<file path="src/rtl/uart_alu_pkt_parser.sv">
// ---------------------------------------------------------------------------
// uart_alu_pkt_parser
//
// Packet deframer between the UART receive byte stream and the ALU datapath.
// Host packet: opcode, reserved, length LSB, length MSB, payload. The length
// is the total byte count including the 4-byte header. Payload bytes are
// regrouped into 32-bit little-endian words (first byte in [7:0]) and emitted
// with the opcode on tuser. Unknown opcodes and bad lengths are dropped and
// reported with a one-cycle err_o pulse.
//
// Optional feature macro: PARSER_TIMEOUT_EN
//   When defined, an idle counter aborts a stalled packet after
//   TIMEOUT_CYCLES cycles without an accepted byte.
//
// Handshake rule (both streams): a beat transfers on a rising clk_i edge
// where tvalid && tready; a master holds its data stable while tvalid=1 and
// tready=0.
//
// Ports:
//   clk_i, reset_i       clock, synchronous active-high reset
//   s_axis_tdata/tvalid  received byte stream in
//   s_axis_tready        parser can take the byte
//   m_axis_tdata         payload word
//   m_axis_tkeep         valid byte lanes
//   m_axis_tuser         opcode of the packet owning the word
//   m_axis_tlast         final word of packet
//   m_axis_tvalid/tready word stream out
//   err_o                one-cycle framing error pulse
//   dbg_state_o          current FSM state (debug visibility)
// ---------------------------------------------------------------------------
module uart_alu_pkt_parser #(
   parameter logic [7:0]  OP_ADD         = 8'h01,
   parameter logic [7:0]  OP_MUL         = 8'h02,
   parameter logic [7:0]  OP_ECHO        = 8'hEC
`ifdef PARSER_TIMEOUT_EN
   , parameter logic [31:0] TIMEOUT_CYCLES = 32'd1_000_000
`endif
) (
   input  logic        clk_i,
   input  logic        reset_i,
   input  logic [7:0]  s_axis_tdata,
   input  logic        s_axis_tvalid,
   output logic        s_axis_tready,
   output logic [31:0] m_axis_tdata,
   output logic [3:0]  m_axis_tkeep,
   output logic [7:0]  m_axis_tuser,
   output logic        m_axis_tlast,
   output logic        m_axis_tvalid,
   input  logic        m_axis_tready,
   output logic        err_o,
   output logic [2:0]  dbg_state_o
);

   typedef enum logic [2:0] {
      S_IDLE    = 3'd0,
      S_RSVD    = 3'd1,
      S_LEN_LO  = 3'd2,
      S_LEN_HI  = 3'd3,
      S_PAYLOAD = 3'd4,
      S_DISCARD = 3'd5
   } state_t;

   state_t      r_state;
   logic [7:0]  r_opcode;
   logic [7:0]  r_len_lo;
   logic [15:0] r_remaining;
   logic [1:0]  r_byte_idx;
   logic [23:0] r_word_buf;
   logic [31:0] r_tdata;
   logic [3:0]  r_tkeep;
   logic [7:0]  r_tuser;
   logic        r_tlast;
   logic        r_tvalid;
   logic        r_err;
`ifdef PARSER_TIMEOUT_EN
   logic [31:0] r_idle_cnt;
`endif

   logic        w_byte_acc;
   logic        w_word_done;
   logic        w_drain;
   logic [15:0] w_len;
   logic [15:0] w_pay_len;
   logic        w_op_known;
   logic        w_op_words;
   logic [31:0] w_word;
   logic [3:0]  w_keep;

   // The byte being accepted in PAYLOAD closes a word on lane 3 or on the
   // final payload byte.
   assign w_word_done = (r_byte_idx == 2'd3) || (r_remaining == 16'd1);
   assign w_drain     = r_tvalid && m_axis_tready;
   // Only stall when a completed word would have nowhere to go.
   assign s_axis_tready = !((r_state == S_PAYLOAD) && w_word_done &&
                            r_tvalid && !m_axis_tready);
   assign w_byte_acc  = s_axis_tvalid && s_axis_tready;

   assign w_len      = {s_axis_tdata, r_len_lo};
   assign w_pay_len  = w_len - 16'd4;
   assign w_op_words = (r_opcode == OP_ADD) || (r_opcode == OP_MUL);
   assign w_op_known = w_op_words || (r_opcode == OP_ECHO);

   // Merge the incoming byte with the buffered lanes; lanes above it are zero.
   always_comb begin
      w_word = 32'd0;
      w_keep = 4'b0000;
      case (r_byte_idx)
         2'd0: begin w_word = {24'd0, s_axis_tdata};                   w_keep = 4'b0001; end
         2'd1: begin w_word = {16'd0, s_axis_tdata, r_word_buf[7:0]};  w_keep = 4'b0011; end
         2'd2: begin w_word = {8'd0, s_axis_tdata, r_word_buf[15:0]};  w_keep = 4'b0111; end
         default: begin w_word = {s_axis_tdata, r_word_buf};           w_keep = 4'b1111; end
      endcase
   end

   always_ff @(posedge clk_i) begin
      if (reset_i) begin
         r_state     <= S_IDLE;
         r_opcode    <= 8'd0;
         r_len_lo    <= 8'd0;
         r_remaining <= 16'd0;
         r_byte_idx  <= 2'd0;
         r_word_buf  <= 24'd0;
         r_tdata     <= 32'd0;
         r_tkeep     <= 4'd0;
         r_tuser     <= 8'd0;
         r_tlast     <= 1'b0;
         r_tvalid    <= 1'b0;
         r_err       <= 1'b0;
`ifdef PARSER_TIMEOUT_EN
         r_idle_cnt  <= 32'd0;
`endif
      end else begin
         r_err <= 1'b0;
         // A load below overrides this clear, giving zero-bubble refill.
         if (w_drain) r_tvalid <= 1'b0;

         case (r_state)
            S_IDLE: if (w_byte_acc) begin
               r_opcode <= s_axis_tdata;
               r_state  <= S_RSVD;
            end
            S_RSVD: if (w_byte_acc) r_state <= S_LEN_LO;
            S_LEN_LO: if (w_byte_acc) begin
               r_len_lo <= s_axis_tdata;
               r_state  <= S_LEN_HI;
            end
            S_LEN_HI: if (w_byte_acc) begin
               r_remaining <= w_pay_len;
               r_byte_idx  <= 2'd0;
               if (w_len < 16'd5) begin
                  r_err   <= 1'b1;
                  r_state <= S_IDLE;
               end else if (!w_op_known ||
                            (w_op_words && (w_pay_len[1:0] != 2'd0))) begin
                  r_err   <= 1'b1;
                  r_state <= S_DISCARD;
               end else begin
                  r_state <= S_PAYLOAD;
               end
            end
            S_PAYLOAD: if (w_byte_acc) begin
               r_remaining <= r_remaining - 16'd1;
               r_byte_idx  <= r_byte_idx + 2'd1;
               case (r_byte_idx)
                  2'd0:    r_word_buf[7:0]   <= s_axis_tdata;
                  2'd1:    r_word_buf[15:8]  <= s_axis_tdata;
                  2'd2:    r_word_buf[23:16] <= s_axis_tdata;
                  default: ;
               endcase
               if (w_word_done) begin
                  r_tvalid   <= 1'b1;
                  r_tdata    <= w_word;
                  r_tkeep    <= w_keep;
                  r_tuser    <= r_opcode;
                  r_tlast    <= (r_remaining == 16'd1);
                  r_byte_idx <= 2'd0;
                  if (r_remaining == 16'd1) r_state <= S_IDLE;
               end
            end
            S_DISCARD: if (w_byte_acc) begin
               r_remaining <= r_remaining - 16'd1;
               if (r_remaining == 16'd1) r_state <= S_IDLE;
            end
            default: r_state <= S_IDLE;
         endcase

`ifdef PARSER_TIMEOUT_EN
         // Abort only on a cycle with no accepted byte, so the FSM update
         // above is idle except for a possible drain.
         if ((r_state == S_IDLE) || w_byte_acc) begin
            r_idle_cnt <= 32'd0;
         end else if (r_idle_cnt == TIMEOUT_CYCLES - 32'd1) begin
            r_idle_cnt <= 32'd0;
            r_err      <= 1'b1;
            r_state    <= S_IDLE;
            r_byte_idx <= 2'd0;
            // A word still waiting is closed off as the packet's last.
            if (r_tvalid && !w_drain) r_tlast <= 1'b1;
         end else begin
            r_idle_cnt <= r_idle_cnt + 32'd1;
         end
`endif
      end
   end

   assign m_axis_tdata  = r_tdata;
   assign m_axis_tkeep  = r_tkeep;
   assign m_axis_tuser  = r_tuser;
   assign m_axis_tlast  = r_tlast;
   assign m_axis_tvalid = r_tvalid;
   assign err_o         = r_err;
   assign dbg_state_o   = r_state;

endmodule

</file>
<file path="config.mk">
export PLATFORM = sky130hd
export DESIGN_NAME = uart_alu_pkt_parser
export DESIGN_NICKNAME = d
export VERILOG_FILES = /design/src/rtl/uart_alu_pkt_parser.sv
export SDC_FILE = /design/constraint.sdc
export NUM_CORES = 1
export LEC_CHECK = 0
export ABC_AREA = 1
export BUFFER_PORTS_ARGS = -buffer_cell sky130_fd_sc_hd__buf_2
export CORE_MARGIN = 2
export CORE_UTILIZATION = 50
export DETAILED_ROUTE_END_ITERATION = 6
export PLACE_DENSITY = 0.75
export REMOVE_ABC_BUFFERS = 1
export SETUP_SLACK_MARGIN = 0.1
export SYNTH_ARGS = -nofsm -noshare
export SYNTH_HDL_FRONTEND = slang
export SYNTH_SLANG_ARGS = --single-unit
export TNS_END_PERCENT = 30
</file>
<file path="constraint.sdc">
create_clock -name clk_i -period 4.7 [get_ports clk_i]
set_clock_uncertainty 0.1 [all_clocks]
set_input_delay 0.235 -clock clk_i [delete_from_list [all_inputs] [get_ports clk_i]]
set_output_delay 0.235 -clock clk_i [all_outputs]
set_load 0.01 [all_outputs]
</file>
==> reports/qor.yml <==
sta:
  slew_headroom_pct: 41.1
  tns_ps: 0
  timing.fmax_mhz: 343
  drv_slew: 0
  hold_slack_ps: 109
  fin_crit_sh_pct: 62.0
  grt_setup_unrepaired: "false"
  fin_crit_ps: 2910
  tightest_slew_ps: 876
  hold_viol_final: 0
  setup_violations: 0
synthesis:
  synth_area_per_cell_um2: 6.71
  synth_edf_count: 0
  seq_area_frac_synth_pct: 40.5
  synth_area_um2: 5340
  synth_top_area_share_pct: 40.5
  synth_area_leader_cell: "dfxtp_1"
  synthAdderAreaFrac_pct: 1.88
  synth_common_cells: "181 x nand2_1, 108 x dfxtp_1, 102 x nor2_1"
  synth_area_leaders: "dfxtp_1 41%, nand2_1 13%, a21oi_1 8.8%"
  async_flop_share_pct: 0
  synth.area.mux_share_pct: 0
  ys_warn_count: 0
  ys_ff_latch: 108
  yosys.area_share.simple_pct: 27.5
  synth.distinct_cells: 32
  synth_top_family_by_area: "simple AND/OR/NAND/NOR gates"
  synth_compound_area_share_pct: 19.8
  yosysMostFrequentCell: "nand2_1"
  synthCells: 795
  synth_xor_area_share_pct: 0.656
  synthFlopType: "dfxtp_1"
critical_path:
  path_cells: "ha_1 > clkinv_1 > buf_4 > nand2_4 > nand3_4 > inv_2 > o21ai_0 > a21oi_1"
  ff2ff_setup_slack_ps: 1790
  ff2ff_path_depth: 8
  start_kind: "flop"
  path_buf_inv: 3
  worstPathRequired_ps: 4920
  r2r_end: "m_axis_tkeep[2]"
  critPathArrivalTime_ps: 3130
  crit_fanout: 47
  critPathKind: "flop to flop"
  timing.rr.start: "r_byte_idx[0]"
  crit_slowest_cell: "inv_2"
  critPathMaxStageDelay_ps: 680
  path_delay_family: "buffers and inverters"
  endpoint_kind: "flop"
power:
  p_leak_nw: 2.51
  power.density_nw_per_um2: 314
  totalPowerFinal_w: 0.00183
  vdd_drop_max_mv: 0.170
routing:
  drt_iter0_markers: 459
  drtPass1Iterations: 6
  drc: 0
  postRouteAntennaNets: 0
  avgViaCountPerCell: 5.38
  routed_wl_um: 13800
  vias: 5240
  post_drt_wl_per_cell_um: 14.2
placement:
  gp_congestion: 0.935
  dp.cells: 958
  port_buffers: 62
  dp_hpwl_um: 9340
finish:
  nNetsFinal: 853
  finalNonFillerCells: 974
  drive_gt1_share_pct: 12.8
  diodes: 0
  final_core_util_pct: 56.6
  area_delta_synth_final_pct: 9.42
clocking:
  cts-hold-fix-buffers: 0
  cts_root_buf: "clkbuf_8"
  cts_setup_buffers: 0
  cts.htree.levels: 3
  cts.sinks: 108
  clk_path_buf_depth: 2
  post_cts_resized: 0
  cts_buffers: 9
  cts_tree: "yes"
  clk_latency_ps: 380
  clkTransAtPathRegs_ps: 110
flow_run:
  cap_violations: 0
worst_hold_path:
  hold_depth: 3
  hold_class: "primary input to flop"
  whs_endpoint: "m_axis_tdata[31]"
  holdCritStartpoint: "s_axis_tdata[7]"
floorplan:
  num_rows: 37
  io_pins: 63
  initial_utilization_pct: 51.7
  core-area_um2: 10300
  chipWidth_um: 107
  dieArea_um2: 11500
  die_y_um: 107
status:
  status: "complete, no violations"
global_route:
  overflow: 0
  grt_max_degree: 63
  grt.total_usage_pct: 25.1
  grt_pass1_wl_um: 23100
  antenna_found_initial: 0
  grt_pass1_vias: 4881
-- placed cells by master, fill, tap and decap left out --
cell type and n:
nand2_1 181, dfxtp_1 108, nor2_1 102, a21oi_1 94, o21ai_0 84, inv_1 82
buf_2 62, nand3_1 35, o22ai_1 15, clkbuf_8 9, ha_1 8, nand2_2 5
nor2_2 5, nand4_1 5, inv_2 4, nor3_1 4, a21oi_2 4, xnor2_1 3
nand3_2 3, inv_6 3, buf_4 3, a31oi_1 2, o21ai_1 2, nor2_4 2
nand2_4 2, nand3_4 2, a32oi_1 1, clkinv_1 1, nor3b_1 1, o21a_1 1
xor2_1 1, clkinv_4 1, clkinv_8 1, clkinvlp_4 1, clkbuf_1 1
-- tightest hold or removal path, stage by stage --
cell	delay, ps
buf_2	170
nand2_1	90
a21oi_1	50
-- per-stage QoR --
step | worst slack [ps] | instance area (µm²)
after floorplan | 2090 | 5150
after global placement | 1980 | 5650
after detailed placement | 1820 | 5650
after CTS | 1800 | 5840
after global routing | 1420 | 5840
final | 1790 | 5840
-- power breakdown --
part           internal [W]  total (W)  switching, W
clock network      0.000204   0.000547      0.000343
registers          0.000943   0.000970     0.0000265
logic             0.0000980   0.000317      0.000219
-- layer usage --
layer	wire length, µm	global-route usage (%)
met3	959	3.81
met5	0	0
met2	6240	40.6
met4	235	8.53
met1	6400	34.4
-- logic make-up after synthesis --
logic type | after synthesis
adder cells (fa/ha/maj) | 8
AND/OR/NAND/NOR | 347
AO/OA/AOI/OAI | 203
buffers and inverters | 125
XOR/XNOR | 4
flip-flops | 108
-- area by class of cell --
class	count	area, µm²
multi-input combinational	562	2660
clock buffer	10	128
clock inverter	6	58.8
inverter	87	327
fill	1013	4480
sequential	108	2160
timing repair buffer	65	333
tap	136	170
-- worst max path at each step --
| stage | depth (start not counted) | to | startpoint | slack (ps) |
|---|---|---|---|---|
| finish | 8 | m_axis_tkeep[2] | r_byte_idx[0] | 1790 |
| global route | 8 | m_axis_tkeep[2] | r_byte_idx[0] | 1420 |
| global placement | 8 | m_axis_tkeep[2] | r_byte_idx[0] | 1980 |
| floorplan | 7 | m_axis_tkeep[2] | r_byte_idx[0] | 2090 |
| detailed placement | 8 | m_axis_tkeep[2] | r_byte_idx[0] | 1820 |
| CTS | 8 | m_axis_tkeep[2] | r_byte_idx[0] | 1800 |
-- state kept, by name, indices dropped and copies added, names as in the netlist --
register / flops
dbg_state_o: 3
err_o: 1
m_axis_tdata: 32
m_axis_tkeep: 4
m_axis_tlast: 1
m_axis_tuser: 8
m_axis_tvalid: 1
r_byte_idx: 2
r_len_lo: 8
r_opcode: 8
r_remaining: 16
r_word_buf: 24
Note: power is estimated with default switching activity, not from simulation.
